===== src/rtl/step_ctrl_pkg.sv =====
// Shared types and defaults for the execution-pacing controller (step_ctrl).
package step_ctrl_pkg;

  typedef enum logic [1:0] {
    MODE_HALT = 2'd0,
    MODE_STEP = 2'd1,
    MODE_AUTO = 2'd2,
    MODE_RUN  = 2'd3
  } mode_e;

  typedef enum logic [2:0] {
    ST_HALT  = 3'd0,
    ST_STEP  = 3'd1,
    ST_AUTO  = 3'd2,
    ST_RUN   = 3'd3,
    ST_BREAK = 3'd4
  } state_e;

  localparam int unsigned STEP_DEFAULT_DIV     = 125_000_000;
  localparam int unsigned STEP_DEBOUNCE_CYCLES = 1_000_000;

  // The four operating modes share their encoding with the first four states.
  function automatic state_e mode_to_state(input mode_e mode);
    return state_e'({1'b0, mode});
  endfunction

endpackage


===== src/rtl/btn_debounce.sv =====
// Push-button conditioner: 2-flop synchronizer, level debouncer and a
// one-cycle pulse on every accepted rising level.
module btn_debounce #(
  parameter int unsigned DEBOUNCE_CYCLES = step_ctrl_pkg::STEP_DEBOUNCE_CYCLES
) (
  input  logic clk_i,
  input  logic rst_ni,
  input  logic btn_i,
  output logic level_o,
  output logic rise_o
);

  localparam int unsigned    CW   = $clog2(DEBOUNCE_CYCLES + 1);
  localparam logic [CW-1:0]  LAST = CW'(DEBOUNCE_CYCLES - 1);

  logic          sync1_q;
  logic          sync2_q;
  logic [CW-1:0] cnt_q;

  // NOTE: sequential state uses non-blocking assignments so every flop
  // samples the pre-edge value of its neighbours (the synchronizer depends on it).
  always_ff @(posedge clk_i or negedge rst_ni) begin
    if (!rst_ni) begin
      sync1_q <= 1'b0;
      sync2_q <= 1'b0;
      cnt_q   <= '0;
      level_o <= 1'b0;
      rise_o  <= 1'b0;
    end else begin
      sync1_q <= btn_i;
      sync2_q <= sync1_q;
      rise_o  <= 1'b0;
      // cnt_q counts consecutive cycles in which the synchronized input disagrees.
      if (sync2_q == level_o) begin
        cnt_q <= '0;
      end else if (cnt_q == LAST) begin
        level_o <= sync2_q;
        rise_o  <= sync2_q;
        cnt_q   <= '0;
      end else begin
        cnt_q <= cnt_q + CW'(1);
      end
    end
  end

endmodule


===== src/rtl/step_ctrl.sv =====
// Clock-enable pacing for the core: HALT / STEP / AUTO / RUN (+ BREAK when
// STEP_CTRL_BREAKPOINT_EN is defined). Everything runs on clk_i.
module step_ctrl
  import step_ctrl_pkg::*;
#(
  parameter int unsigned CNT_W           = 32,
  parameter int unsigned DEFAULT_DIV     = STEP_DEFAULT_DIV,
  parameter int unsigned DEBOUNCE_CYCLES = STEP_DEBOUNCE_CYCLES
) (
  input  logic             clk_i,
  input  logic             rst_ni,
  input  logic [1:0]       mode_i,
  input  logic [CNT_W-1:0] div_i,
  input  logic             div_load_i,
  input  logic             step_btn_i,
  input  logic [31:0]      pc_i,
  input  logic [31:0]      bp_pc_i,
  input  logic             bp_valid_i,
  output logic             cpu_en_o,
  output logic             tick_led_o,
  output logic [2:0]       state_o,
  output logic [31:0]      step_cnt_o,
  output logic             halted_o
);

  state_e           state_q, state_d;
  mode_e            mode;
  logic [CNT_W-1:0] div_q, auto_cnt_q, div_last;
  logic [31:0]      step_cnt_q;
  logic             pulse, bp_hit, btn_rise, unused_btn_level;

  btn_debounce #(.DEBOUNCE_CYCLES(DEBOUNCE_CYCLES)) u_btn (
    .clk_i   (clk_i),
    .rst_ni  (rst_ni),
    .btn_i   (step_btn_i),
    .level_o (unused_btn_level),
    .rise_o  (btn_rise)
  );

  assign mode = mode_e'(mode_i);
  // A period of zero behaves as a period of one.
  assign div_last = (div_q == '0) ? '0 : div_q - CNT_W'(1);

`ifdef STEP_CTRL_BREAKPOINT_EN
  logic bp_mask_q;

  assign bp_hit = bp_valid_i && (pc_i == bp_pc_i) && !bp_mask_q &&
                  (state_q inside {ST_STEP, ST_AUTO, ST_RUN});

  // Masking lets the core step past the address it just broke on.
  always_ff @(posedge clk_i or negedge rst_ni) begin
    if (!rst_ni)                                        bp_mask_q <= 1'b0;
    else if (state_q == ST_BREAK && state_d == ST_HALT) bp_mask_q <= 1'b1;
    else if (pulse)                                     bp_mask_q <= 1'b0;
  end
`else
  logic unused_bp;
  assign unused_bp = ^{pc_i, bp_pc_i, bp_valid_i};
  assign bp_hit    = 1'b0;
`endif

  // NOTE: both outputs get a default first so no path through the case
  // leaves them unassigned (which would infer a latch).
  always_comb begin
    state_d = mode_to_state(mode);
    pulse   = 1'b0;
    unique case (state_q)
      ST_RUN:   pulse = 1'b1;
      ST_STEP:  pulse = btn_rise;
      ST_AUTO:  pulse = !div_load_i && (auto_cnt_q >= div_last);
      ST_BREAK: state_d = (mode == MODE_HALT) ? ST_HALT : ST_BREAK;
      default:  ;
    endcase
    if (bp_hit) begin
      pulse   = 1'b0;
      state_d = ST_BREAK;
    end
  end

  always_ff @(posedge clk_i or negedge rst_ni) begin
    if (!rst_ni) begin
      state_q    <= ST_HALT;
      cpu_en_o   <= 1'b0;
      tick_led_o <= 1'b0;
      step_cnt_q <= '0;
      div_q      <= CNT_W'(DEFAULT_DIV);
      auto_cnt_q <= '0;
    end else begin
      state_q    <= state_d;
      cpu_en_o   <= pulse;
      tick_led_o <= tick_led_o ^ pulse;
      step_cnt_q <= step_cnt_q + 32'(pulse);
      // Outside AUTO the counter idles at zero, so entering AUTO starts a fresh period.
      if (div_load_i) begin
        div_q      <= div_i;
        auto_cnt_q <= '0;
      end else if (state_q != ST_AUTO || auto_cnt_q >= div_last) begin
        auto_cnt_q <= '0;
      end else begin
        auto_cnt_q <= auto_cnt_q + CNT_W'(1);
      end
    end
  end

  assign state_o    = state_q;
  assign step_cnt_o = step_cnt_q;
  assign halted_o   = (state_q == ST_HALT) || (state_q == ST_BREAK);

endmodule


===== config.mk =====
export PLATFORM = sky130hd
export DESIGN_NAME = step_ctrl
export DESIGN_NICKNAME = d
export VERILOG_FILES = /design/src/rtl/step_ctrl_pkg.sv /design/src/rtl/btn_debounce.sv /design/src/rtl/step_ctrl.sv
export SDC_FILE = /design/constraint.sdc
export NUM_CORES = 1
export LEC_CHECK = 0
export CAP_MARGIN = 20
export CORE_ASPECT_RATIO = 1.25
export CORE_UTILIZATION = 52
export DETAILED_ROUTE_END_ITERATION = 10
export PLACE_DENSITY_LB_ADDON = 0.12
export SLEW_MARGIN = 10
export SYNTH_ARGS = -nofsm -noshare
export SYNTH_HDL_FRONTEND = slang
export SYNTH_SLANG_ARGS = --single-unit

===== constraint.sdc =====
create_clock -name clk_i -period 5.95 [get_ports clk_i]
set_clock_uncertainty 0.1 [all_clocks]
set_input_delay 1.4875 -clock clk_i [delete_from_list [all_inputs] [get_ports clk_i]]
set_output_delay 1.4875 -clock clk_i [all_outputs]
set_load 0.02 [all_outputs]

==> summary.md <==
| Metric | Value |
|---|---|
| Worst r2r path cells | 20 |
| 1st-iter DRT viols | ~210 |
| # rows | 46 |
| Drt wl/cell | around 16 µm |
| Skew-Pair Late Insertion Delay | between 0.4 and 0.5 ns |
| Area after DPL | around 7700 µm² |
| VDD IR-drop max | between 0.2 and 0.25 mV |
| WP buf/inv | 2 |
| Setup TNS | 0 ns |
| Distinct cells, synth | 48 |
| Synthesized instance count | ~660 |
| Slew headroom | between 30% and 40% |
| Logic pwr share | 10.7% |
| Post-synth top area share | roughly two fifths |
| Post-route cell area | 8340 µm² |
| Most common cell in the synthesized netlist | dfrtp_1 |
| Clock sinks | 125 |
| Final ANT Viol Nets | 0 |
| Leakage Power | approximately 3.6 nW |
| Worst path depth | 20 |
| Synth top area cells | dfrtp_1 (41%), xor2_1 (7.3%), ha_1 (7.0%) |
| Die Y | ~130 µm |
| Area growth, synth to finish | 23.4% |
| Slew @ Worst Pin | 0.931 ns |
| Power Density | 267 nW/µm² |
| Reg-to-reg startpoint | div_q[23]$_DFFE_PN0P_ |
| Final slew viol count | 0 |
| Nets | 897 |
| CTS tree | done |
| R2R Path End | step_cnt_o[28]$_DFF_PN0_ |
| Worst Slack Setup Final | between 0.4 and 0.5 ns |
| CP peak stage delay | 0.53 ns |
| Status | completed |
| Crit-path cells | or4_4, nor4_1, buf_4, or2b_1, or3_4, buf_4, o21ai_0, ha_1, and4_1, o211ai_1, o32a_1, a211oi_1, o21a_1, ha_1, ha_1, and4_1, nand2b_1, nor2_1, nand4_1, xnor2_1 |
| CTS H-tree lvls | 4 |
| Clk buf depth | 2 |
| EDFF count, synth | 0 |
| Gpl congestion | approximately 0.8 |
| WL final | between 10000 and 15000 µm |
| CP Launch Point | div_q[23]$_DFFE_PN0P_ |
| CP endpoint kind | register |
| Final Cycle Share | between 90% and 100% |
| Clk pwr share | a little under half |
| Power Internal | ~1.7 mW |
| Register area share after synthesis | between 40% and 50% |
| RSZ-0062 raised after global routing | no |
| Synth Flop Type | dfrtp_1 |
| Core footprint | approximately 13000 µm² |
| Post-synth top area cell | dfrtp_1 |
| Req. time, crit path | ~6.2 ns |
| Crit path kind | register to register |
| Most common library cells after synthesis | dfrtp_1 (112), nor2_1 (85), nand2_1 (75), xor2_1 (56), xnor2_1 (47) |
| Layout cells sized above 1 | roughly 12% |
| Max-cap violations | 0 |
| Hpwl dp | roughly 11000 µm |
| Pre-CTS setup slack | between 0.3 and 0.4 ns |
| Fraction of registers with async set/reset | 100% |
| Hold_buf cts | 0 |
| Mapped Nets | between 800 and 900 |
| Initial antenna violation count | 0 |
| # diodes | 0 |
| Via count | a little over 5k |
| Worst setup SP type | register |
| Drt first pass iters | 4 |
| Worst R2R Setup Slack | between 0.4 and 0.5 ns |
| Switch share | between 20 and 25% |
| Root buffer cell | clkbuf_16 |
| Vias per cell | 5.38 |
| IO Count | ~140 |
| Vias in the first global route | a little over 5k |
| Largest net degree at the start of global routing | 54 |
| Fmax | 183 MHz |
| GR Overflow Total | 0 |
| Seq cells post-synth | between 100 and 150 |
| Die Span X | just over 100 µm |
| Final setup vio count | 0 |
| HP Class | register to register |
| Total die area | roughly 13000 µm² |
| Power Total | ~2.2 mW |
| Tot GR Track Use | between 20% and 30% |
| CP top delay family | simple AND/OR/NAND/NOR gates |
| Hold path start | u_btn.sync1_q$_DFF_PN0_ |
| PortBufs | 75 |
| Worst setup path end | step_cnt_o[28]$_DFF_PN0_ |
| Warnings from Yosys | 0 |
| Hold Vio Cnt, Final | 0 |
| Mapped Area | between 6000 and 7000 µm² |
| Tmin final | 5.47 ns |
| Net Switching | ~550 µW |
| Crit path DAT | 5.67 ns |
| Most frequent CP cell | ha_1 |
| CTS clock-pin slew for the worst setup and hold paths | roughly 0.060 ns |
| Initial Util | 53.3% |
| Drt drc | 0 |
| Worst path slowest cell | or4_4 |
| First-pass GRT wire length | approximately 25000 µm |
| Reg power frac | 42.7% |
| Synth Area per Inst | between 10 and 15 µm² |
| Critical Path Fanout Max | 19 |
| Clock buffer count from CTS | 17 |
-- kinds of logic after synthesis --
logic type / synth area share (%)
AOI/OAI and AO/OA: 3.70
xor gates and xnor gates: 13.4
adders and majority gates: 7.04
buffers and inverters: 1.56
DFF: 46.5
muxes: 5.46
and+or+nand+nor: 22.3
-- registers in the layout, indices dropped and copies added, names as in the netlist --
name,flops
auto_cnt_q,32
cpu_en_o,1
div_q,32
state_o,3
step_cnt_o,32
tick_led_o,1
u_btn.cnt_q,20
u_btn.level_o,1
u_btn.rise_o,1
u_btn.sync1_q,1
u_btn.sync2_q,1
-- metrics by stage --
stage / hold WS [ns] / utilization (%) / std cells
after floorplan: 0.231 / - / 662
after global placement: 0.232 / 61.1 / 905
after detailed placement: 0.237 / 61.1 / 905
after CTS: 0.250 / 65.8 / 937
after global routing: 0.274 / 65.9 / 937
final: 0.248 / 65.9 / 937
-- power groups by stage --
stage	Clock [mW]	Combinational, mW	Sequential [mW]
finish	1.04	0.239	0.951
global route	1.09	0.265	0.959
CTS	1.06	0.243	0.950
detailed placement	0	0.240	0.964
global placement	0	0.234	0.962
floorplan	0	0.106	0.977
-- worst min-delay path by stage --
stage	end	depth (start not counted)
6_report	u_btn.sync2_q$_DFF_PN0_	0
5_1_grt	u_btn.sync2_q$_DFF_PN0_	0
4_1_cts	u_btn.sync2_q$_DFF_PN0_	0
3_5_place_dp	u_btn.sync2_q$_DFF_PN0_	0
3_3_place_gp	u_btn.sync2_q$_DFF_PN0_	0
2_1_floorplan	u_btn.sync2_q$_DFF_PN0_	0
-- placed cells by master (no fill, tap or decap), types with 17 or more instances in the layout --
cell type	count
clkbuf_16	17
nor2_1	85
xnor2_1	47
nor3_1	19
nand3_1	26
xor2_1	56
nand2_1	75
dfrtp_1	112
nand4_1	24
mux2_2	31
ha_1	38
clkdlybuf4s50_1	74
-- cell type report --
class | count | area (µm²)
Sequential cell | 125 | 3140
Tap cell | 168 | 210
Clock buffer | 19 | 433
Fill cell | 1017 | 4320
Clock inverter | 13 | 165
Timing Repair Buffer | 87 | 838
Inverter | 10 | 37.5
Multi-Input combinational cell | 515 | 3510
-- layer usage --
| layer | vias up | routed length [µm] | GRT usage [%] |
|---|---|---|---|
| li1 | 2489 | - | - |
| met1 | 2458 | 6160 | 27.5 |
| met2 | 69 | 7510 | 41.1 |
| met3 | 22 | 601 | 6.29 |
| met4 | 0 | 257 | 9.16 |
| met5 | - | 0 | 0 |
-- repair_timing --
action,CTS,global route
gates resized for setup,0,1
endpoints found under the setup margin,0,1
buffers inserted,0,0
No activity file was read; power rests on OpenSTA's default activity.
